File: src/rtl/uart_rx_fifo.sv
// UART receive path: two-flop input synchronizer, bit-timing FSM (8N1 or 8E1)
// and a small byte FIFO with a registered head entry and sticky error flags.
module uart_rx_fifo #(
    parameter int DEPTH = 16,
    parameter int DIV_W = 16
) (
    input  logic                     clk,
    input  logic                     nreset,
    input  logic [DIV_W-1:0]         divisor,
    input  logic                     parity_en,
    input  logic                     rx,
    output logic                     rd_valid,
    output logic [7:0]               rd_data,
    output logic                     rd_parity_err,
    input  logic                     rd_ready,
    output logic [$clog2(DEPTH):0]   level,
    output logic                     framing_err,
    output logic                     overflow,
    input  logic                     clear_errors
);

    localparam int AW = $clog2(DEPTH);
    localparam int LW = AW + 1;

    typedef enum logic [2:0] {
        S_IDLE,
        S_START,
        S_DATA,
        S_PARITY,
        S_STOP,
        S_BREAK
    } rxState_t;

    logic             sync1_q;
    logic             sync2_q;
    logic             rxs;

    rxState_t         state_q;
    logic [DIV_W-1:0] cnt_q;
    logic [DIV_W-1:0] perMax_q;
    logic [7:0]       shift_q;
    logic [2:0]       bitIdx_q;
    logic             perr_q;

    logic [DIV_W-1:0] divClamp;
    logic [DIV_W-1:0] halfCnt;
    logic             stopSample;
    logic             pushReq;
    logic             frameErrSet;
    logic [8:0]       wrData;

    logic [8:0]       mem_q [DEPTH];
    logic [8:0]       head_q;
    logic [8:0]       head_d;
    logic [AW-1:0]    rdPtr_q;
    logic [AW-1:0]    rdPtr_d;
    logic [AW-1:0]    rdPtrInc;
    logic [AW-1:0]    wrPtr_q;
    logic [AW-1:0]    wrPtr_d;
    logic [LW-1:0]    count_q;
    logic [LW-1:0]    count_d;
    logic             full;
    logic             pop;
    logic             pushAccept;
    logic             overflowSet;

    logic             framing_q;
    logic             overflow_q;

    assign rxs = sync2_q;

    // Very short divisors cannot place a mid-bit sample, so they are clamped to 3.
    assign divClamp = (divisor < DIV_W'(3)) ? DIV_W'(3) : divisor;
    // floor(P/2)-1 with P = divClamp+1, i.e. floor((d+1)/2)-1.
    assign halfCnt  = (divClamp >> 1) + DIV_W'(divClamp[0]) - DIV_W'(1);

    assign stopSample  = (state_q == S_STOP) && (cnt_q == '0);
    assign pushReq     = stopSample && rxs;
    assign frameErrSet = stopSample && !rxs;
    assign wrData      = {perr_q, shift_q};

    // Bring the asynchronous serial line into the clock domain; idle level is high.
    always_ff @(posedge clk or negedge nreset) begin
        if (!nreset) begin
            sync1_q <= 1'b1;
            sync2_q <= 1'b1;
        end else begin
            sync1_q <= rx;
            sync2_q <= sync1_q;
        end
    end

    // Frame FSM: a down-counter times each bit and the line is sampled when it hits zero.
    always_ff @(posedge clk or negedge nreset) begin
        if (!nreset) begin
            state_q  <= S_IDLE;
            cnt_q    <= '0;
            perMax_q <= '0;
            shift_q  <= '0;
            bitIdx_q <= '0;
            perr_q   <= 1'b0;
        end else begin
            case (state_q)
                S_IDLE: begin
                    if (!rxs) begin
                        perMax_q <= divClamp;
                        cnt_q    <= halfCnt;
                        bitIdx_q <= '0;
                        perr_q   <= 1'b0;
                        state_q  <= S_START;
                    end
                end
                S_START: begin
                    if (cnt_q == '0) begin
                        if (rxs) begin
                            state_q <= S_IDLE;
                        end else begin
                            cnt_q   <= perMax_q;
                            state_q <= S_DATA;
                        end
                    end else begin
                        cnt_q <= cnt_q - 1'b1;
                    end
                end
                S_DATA: begin
                    if (cnt_q == '0) begin
                        shift_q  <= {rxs, shift_q[7:1]};
                        bitIdx_q <= bitIdx_q + 1'b1;
                        cnt_q    <= perMax_q;
                        if (bitIdx_q == 3'd7) begin
                            state_q <= parity_en ? S_PARITY : S_STOP;
                        end
                    end else begin
                        cnt_q <= cnt_q - 1'b1;
                    end
                end
                S_PARITY: begin
                    if (cnt_q == '0) begin
                        perr_q  <= rxs ^ (^shift_q);
                        cnt_q   <= perMax_q;
                        state_q <= S_STOP;
                    end else begin
                        cnt_q <= cnt_q - 1'b1;
                    end
                end
                S_STOP: begin
                    if (cnt_q == '0) begin
                        state_q <= rxs ? S_IDLE : S_BREAK;
                    end else begin
                        cnt_q <= cnt_q - 1'b1;
                    end
                end
                S_BREAK: begin
                    if (rxs) begin
                        state_q <= S_IDLE;
                    end
                end
                default: begin
                    state_q <= S_IDLE;
                end
            endcase
        end
    end

    assign full        = (count_q == LW'(DEPTH));
    assign pop         = (count_q != '0) && rd_ready;
    assign pushAccept  = pushReq && (!full || pop);
    assign overflowSet = pushReq && full && !pop;
    assign rdPtrInc    = rdPtr_q + 1'b1;

    // FIFO bookkeeping; the head register is refilled from the array or bypassed from the write.
    always_comb begin
        count_d = count_q;
        rdPtr_d = rdPtr_q;
        wrPtr_d = wrPtr_q;
        head_d  = head_q;
        if (pushAccept) begin
            wrPtr_d = wrPtr_q + 1'b1;
        end
        if (pop) begin
            rdPtr_d = rdPtrInc;
        end
        if (pushAccept && !pop) begin
            count_d = count_q + 1'b1;
        end else if (pop && !pushAccept) begin
            count_d = count_q - 1'b1;
        end
        if ((count_q == '0) || (pop && (count_q == LW'(1)))) begin
            head_d = wrData;
        end else if (pop) begin
            head_d = mem_q[rdPtrInc];
        end
    end

    // FIFO pointer, occupancy and head state.
    always_ff @(posedge clk or negedge nreset) begin
        if (!nreset) begin
            count_q <= '0;
            rdPtr_q <= '0;
            wrPtr_q <= '0;
            head_q  <= '0;
        end else begin
            count_q <= count_d;
            rdPtr_q <= rdPtr_d;
            wrPtr_q <= wrPtr_d;
            head_q  <= head_d;
        end
    end

    // Storage array; contents are meaningless after reset because occupancy is cleared.
    always_ff @(posedge clk) begin
        if (pushAccept) begin
            mem_q[wrPtr_q] <= wrData;
        end
    end

    // Sticky error flags; a set event wins over a simultaneous clear.
    always_ff @(posedge clk or negedge nreset) begin
        if (!nreset) begin
            framing_q  <= 1'b0;
            overflow_q <= 1'b0;
        end else begin
            framing_q  <= (framing_q  & ~clear_errors) | frameErrSet;
            overflow_q <= (overflow_q & ~clear_errors) | overflowSet;
        end
    end

    assign rd_valid      = (count_q != '0);
    assign rd_data       = head_q[7:0];
    assign rd_parity_err = head_q[8];
    assign level         = count_q;
    assign framing_err   = framing_q;
    assign overflow      = overflow_q;

endmodule

File: config.mk
export PLATFORM = sky130hd
export DESIGN_NAME = uart_rx_fifo
export DESIGN_NICKNAME = d
export VERILOG_FILES = /design/src/rtl/uart_rx_fifo.sv
export SDC_FILE = /design/constraint.sdc
export NUM_CORES = 1
export LEC_CHECK = 0
export CAP_MARGIN = 20
export CORE_MARGIN = 3
export CORE_UTILIZATION = 65
export CTS_BUF_LIST = sky130_fd_sc_hd__clkbuf_4 sky130_fd_sc_hd__clkbuf_8 sky130_fd_sc_hd__clkbuf_16
export CTS_CLUSTER_SIZE = 24
export DETAILED_ROUTE_END_ITERATION = 16
export GPL_TIMING_DRIVEN = 0
export PLACE_DENSITY_LB_ADDON = 0.05
export SLEW_MARGIN = 20
export SYNTH_ARGS = -nofsm -noshare
export SYNTH_HDL_FRONTEND = slang
export SYNTH_SLANG_ARGS = --single-unit
File: constraint.sdc
create_clock -name clk -period 6.9 [get_ports clk]
set_clock_uncertainty 0.1 [all_clocks]
set_input_delay 1.38 -clock clk [delete_from_list [all_inputs] [get_ports clk]]
set_output_delay 1.38 -clock clk [all_outputs]
set_load 0.01 [all_outputs]
After elaboration in Yosys (flattened, before gate mapping)

Memories as Yosys holds them, arrays and structs flattened.
Index checks and enable logic that the tools add are counted.

Add/sub/neg operators: 8
Multiplexer cells: 30
Bitwise operators: 7
Reductions and logical operators: 33
Magnitude comparators: 1
Equal/unequal tests: 17

Operators by type and width:

| operator                | number |
|---|---|
| $mux W16                | 6 |
| $pmux W16 S4            | 1 |
| $mux W3                 | 11 |
| $sub A16 B1 Y16 const B | 2 |
| $mux W9                 | 2 |
| $pmux W3 S6             | 1 |
| $add A15 B1 Y16         | 1 |
| $logic_not A16 Y1       | 1 |
| $lt A16 B2 Y1 const B   | 1 |
| $ne A2 B2 Y1 const B    | 7 |
| $logic_and A1 B1 Y1     | 10 |
| $mux W5                 | 2 |
| $eq A3 B3 Y1 const B    | 3 |
| $add A4 B1 Y4 const B   | 2 |
| $reduce_bool A2 Y1      | 4 |
| $reduce_xor A8 Y1       | 1 |
| $reduce_and A7 Y1       | 1 |
| $eq A3 B2 Y1 const B    | 2 |
| $pmux W3 S2             | 1 |
| $reduce_and A3 Y1       | 2 |
| $add A5 B1 Y5 const B   | 1 |
| $eq A5 B1 Y1 const B    | 1 |
| $eq A5 B5 Y1 const B    | 1 |
| $logic_not A5 Y1        | 1 |
| other kinds (20)        | 31 |

Memories: 1
RAM bits: 144
Output and inout bits: 17
Flip-flop bits (word level): 73

Memory list:

| memory | depth | width | read ports | clocked after Yosys merged registers in | wr ports | line | RTL |
|---|---|---|---|---|---|---|---|
| mem_q  | 16    | 9     | 1          | 0                                       | 1        | 52   | `logic [8:0] mem_q [DEPTH];` |

Logic depth before layout (Yosys ltp)

Depth after elaboration: 8
Depth in mapped cells: 13
Mapped depth without buffers: 13

Worst setup path after synthesis

No wires, ideal clock.

Kind: input to register
Start point: in divisor[3]
End point: reg cnt_q[8]
Path buffers: 1
Path slack: 2.987 ns
Library setup time: 0.134 ns
Stages on the path: 12
Arrival time: 3.680 ns
Cells stage by stage: clkbuf_1 -> nor3_1 -> nand3b_1 -> nor2b_1 -> ha_1 -> ha_1 -> or4b_2 -> nor4_1 -> xnor2_1 -> nor2_1 -> a221oi_1 -> o21ai_0

Cells in the longest elaborated chain, start to end: 6

Ends and longest elaborated chain:

| what                 | line | RTL |
|---|---|---|
| start, declared      | 9    | `input logic [DIV_W-1:0] divisor,` |
| $lt A16 B2 Y1        | 73   | `assign divClamp = (divisor < DIV_W'(3)) ? DIV_W'(3) : divisor;` |
| $mux W16 (*)         | 73   |  |
| $add A15 B1 Y16 (*)  | 75   | `assign halfCnt = (divClamp >> 1) + DIV_W'(divClamp[0]) - DIV_W'(1);` |
| $sub A16 B1 Y16 (*)  | 75   |  |
| $mux W16 (*)         | 105  | `if (!rxs) begin` |
| $pmux W16 S4 (*)     | 103  | `case (state_q)` |
| end signal, assigned | 107  | `cnt_q <= halfCnt;` |
| end signal, assigned | 118  | `cnt_q <= perMax_q;` |
| end signal, assigned | 122  | `cnt_q <= cnt_q - 1'b1;` |
| end, declared        | 39   | `logic [DIV_W-1:0] cnt_q;` |

Every way passes the cells marked *; elsewhere a longest branch is shown, timed or not. The select of a mux whose other input is x is not followed.
A chain may end at the register's enable or synchronous reset.

Worst setup path in the final report

Start point: in divisor[6]
End point: reg cnt_q[8]

Same word-level chain as after synthesis.

==> summary.txt <==
#FFs+latches synth = 217
die area = 0.0165 sq mm
Setup Fix Bufs, Post-CTS = 0
ranking of synthesized cells by area = edfxtp_1, dfrtp_1, mux4_2
die span in y = 129 um
Synth cell types = 60
register area share after synthesis = 62.9%
Lkg Pwr = 4.11 nW
Worst Reg-to-Reg Cells = 7
VDD IR max = 0.208 mV
FILL cells = 936
layout cell share with drive strength beyond 1 = 14.1%
Sink Count = 217
maxcap violations = 0
Rows = 44
ys async rst share = 33.6%
worst flop-to-flop path endpoint = mem_q[14][8]
Yosys warning total = 0
sum of net half-perimeters after detailed placement = 14400 um
Max Fclk = 222 MHz
root buffer cell = clkbuf_16
clock slew at the register clock pins of the worst setup and hold paths = 0.06 ns
Post-CTS Hold Buffers = 0
Worst Path Required = 7.15 ns
cell depth of the worst hold path = 0
Post-synth EDFFs = 144
vias in the first global route = 6369
leading area contributor after synthesis = edfxtp_1
total congestion overflow = 0
gr usage total = 26.8%
routed vias/inst = 6.27
CP top delay family = simple AND/OR/NAND/NOR gates
CTS buffer count = 23
Buffers on Ports = 37
hold endpoint = rxs
CTS H-tree depth = 1
Placed Area = 0.0104 sq mm
top_reg_cell synth = edfxtp_1
Worst-Margin Slew = 1.10 ns
Finished Cell Area = 0.0112 sq mm
CTS tree = yes
Initial DRC Count = 516
status = completed
Worst path slowest cell = clkdlybuf4s50_1
most used cell, CP = ha_1
die width = 129 um
Final GP Congestion = 0.931
RSZ-0062 raised after global routing = false
Largest stage delay, worst path = 0.53 ns
initial antenna violation count = 0
Worst-Skew Late Latency = 0.50 ns
CP startpoint kind = input port
crit end category = flop
drt pass-1 iters = 5
Max Slew Vio Count = 0
pwr dens = 279 mW/mm^2
Vias = 6337
Hold Crit Class = flop to flop
Reg2Reg Setup Slack = 3.27 ns
crit path kind = input port to flop
core area = 0.0146 sq mm
Mapped Area = 0.00978 sq mm
TNS Setup = 0 ns
min-delay src = sync1_q
crit-path cells = clkdlybuf4s50_1, nor4_2, nand2_1, or3_1, nand3b_1, nor2b_1, ha_1, ha_1, or4b_2, nor4_1, xnor2_1, nor2_1, a221oi_1, o21ai_0
IO Pins = 39
Setup-failing EPs final = 0
top-area cell type share of the netlist area = 44.2%
hold slack final = 0.255 ns
Crit Path Max Fanout = 6
Cells after Synth = 744
WP data arrival = 4.75 ns
first-pass GRT wire length = 34100 um
# DRC = 0
pin count of the biggest net entering global routing = 59
Area Overhead vs Synth = 14.4%
n_diodes = 0
remaining antenna violation count after routing = 0
Final Critical Period = 4.50 ns
Synth top cells by count = edfxtp_1, nand2_1, dfrtp_1
WL final = 21500 um
Final Cycle Share = 65.3%
Post-CTS Resized = 0
syn_nets = 782
DR WL/cell = 21.3 um
Mean Syn Cell Area = 13.1 sq um
Starting Density = 66.8%
CP bufs+invs = 1
Relative slew margins = 25.7%
CTS Buffer Depth = 3
most instantiated library cell after synthesis = edfxtp_1
Crit Reg-Reg Startpoint = cnt_q[8]
Nets = 849
Fin. Hold Viols = 0
[metrics by stage]
| stage | power (mW) | util, % | worst slack (ns) | cells |
|---|---|---|---|---|
| CTS | 3.12 | 76.4 | 2.42 | 1011 |
| detailed placement | 1.95 | 71.3 | 1.90 | 970 |
| global route | 3.25 | 76.4 | 2.11 | 1011 |
| finish | 3.12 | 76.4 | 2.40 | 1011 |
| global placement | 1.93 | 70.9 | 1.80 | 965 |
| floorplan | 1.83 | - | 2.99 | 744 |
[layout make-up]
class | count | area (sq um) | area share, %
well taps | 184 | 230 | 2.06
clock buffers | 32 | 662 | 5.92
inverters | 20 | 75.1 | 0.671
clock inverters | 9 | 73.8 | 0.660
multi-input cells | 471 | 3410 | 30.5
plain buffers | 36 | 158 | 1.41
flip-flops and latches | 217 | 6150 | 55.0
repair buffers | 42 | 415 | 3.71
[worst reg2reg max path, cell delays in order, from the launching register on]
cell and delay (ns):
dfrtp_1 0.44, nor4_4 0.58, nand3_1 0.22, nor2_1 0.35, nand4_2 0.37, inv_2 0.28
nand3_1 0.20, nor2_1 0.73
[worst max-delay path by stage]
| stage | endpoint | slack [ns] | from | depth (start not counted) |
|---|---|---|---|---|
| after detailed placement | cnt_q[8] | 1.90 | divisor[6] | 14 |
| after global placement | framing_err | 1.80 | nreset | 1 |
| after floorplan | cnt_q[8] | 2.99 | divisor[3] | 12 |
| after CTS | cnt_q[8] | 2.42 | divisor[6] | 14 |
| after global routing | cnt_q[8] | 2.11 | divisor[6] | 14 |
| final | cnt_q[8] | 2.40 | divisor[6] | 14 |
[report_power, final]
group	switching (mW)	internal (mW)	total, mW
clock	0.475	0.707	1.18
combinational	0.235	0.142	0.377
sequential	0.0915	1.47	1.56
[cells by family after synthesis]
kind of cell / synth area share (%)
xor+xnor: 2.87
fa+ha+maj: 2.05
simple gates: 13.0
flops: 62.9
mux: 9.56
compound gates: 7.15
buf+inv: 2.38
[placed cells by master (no fill, tap or decap), types with 3 or more instances in the layout]
master and n:
clkdlybuf4s50_1 36, xor2_1 14, mux2i_1 3, ha_1 16
nand3_1 14, nand4_1 5, a211oi_1 8, and3_1 3
clkbuf_16 23, mux2_2 7, nor4_2 5, or4_1 3
nor3b_1 5, clkbuf_1 26, a31oi_1 3, nand2_1 109
mux4_2 36, dfrtp_1 71, nor2_1 56, o22ai_1 4
o21ai_0 47, and2_1 9, nor4_1 6, buf_2 10
clkinv_2 4, clkbuf_8 3, edfxtp_1 144, inv_1 18
a21oi_1 32, clkbuf_4 6, nor2b_1 6, xnor2_1 18
clkinv_1 3, or3_1 3, a221oi_1 12, nor3_1 16
[per-layer routing]
metal | global-route usage (%) | up-vias | wire [um]
met5 | 0 | - | 0
met4 | 10.0 | 0 | 685
met3 | 3.40 | 53 | 1230
met2 | 47.6 | 241 | 11200
met1 | 34.2 | 3137 | 8470
li1 | - | 2906 | -
[sequential cells by signal, summed over array words and instances (netlist names)]
register	flops
wrPtr_q	4
sync1_q	1
overflow	1
cnt_q	16
perMax_q	16
state_q	3
mem_q	144
level	5
perr_q	1
shift_q	8
head_q	9
rxs	1
bitIdx_q	3
rdPtr_q	4
framing_err	1
Power figures use the tool's default switching activity.
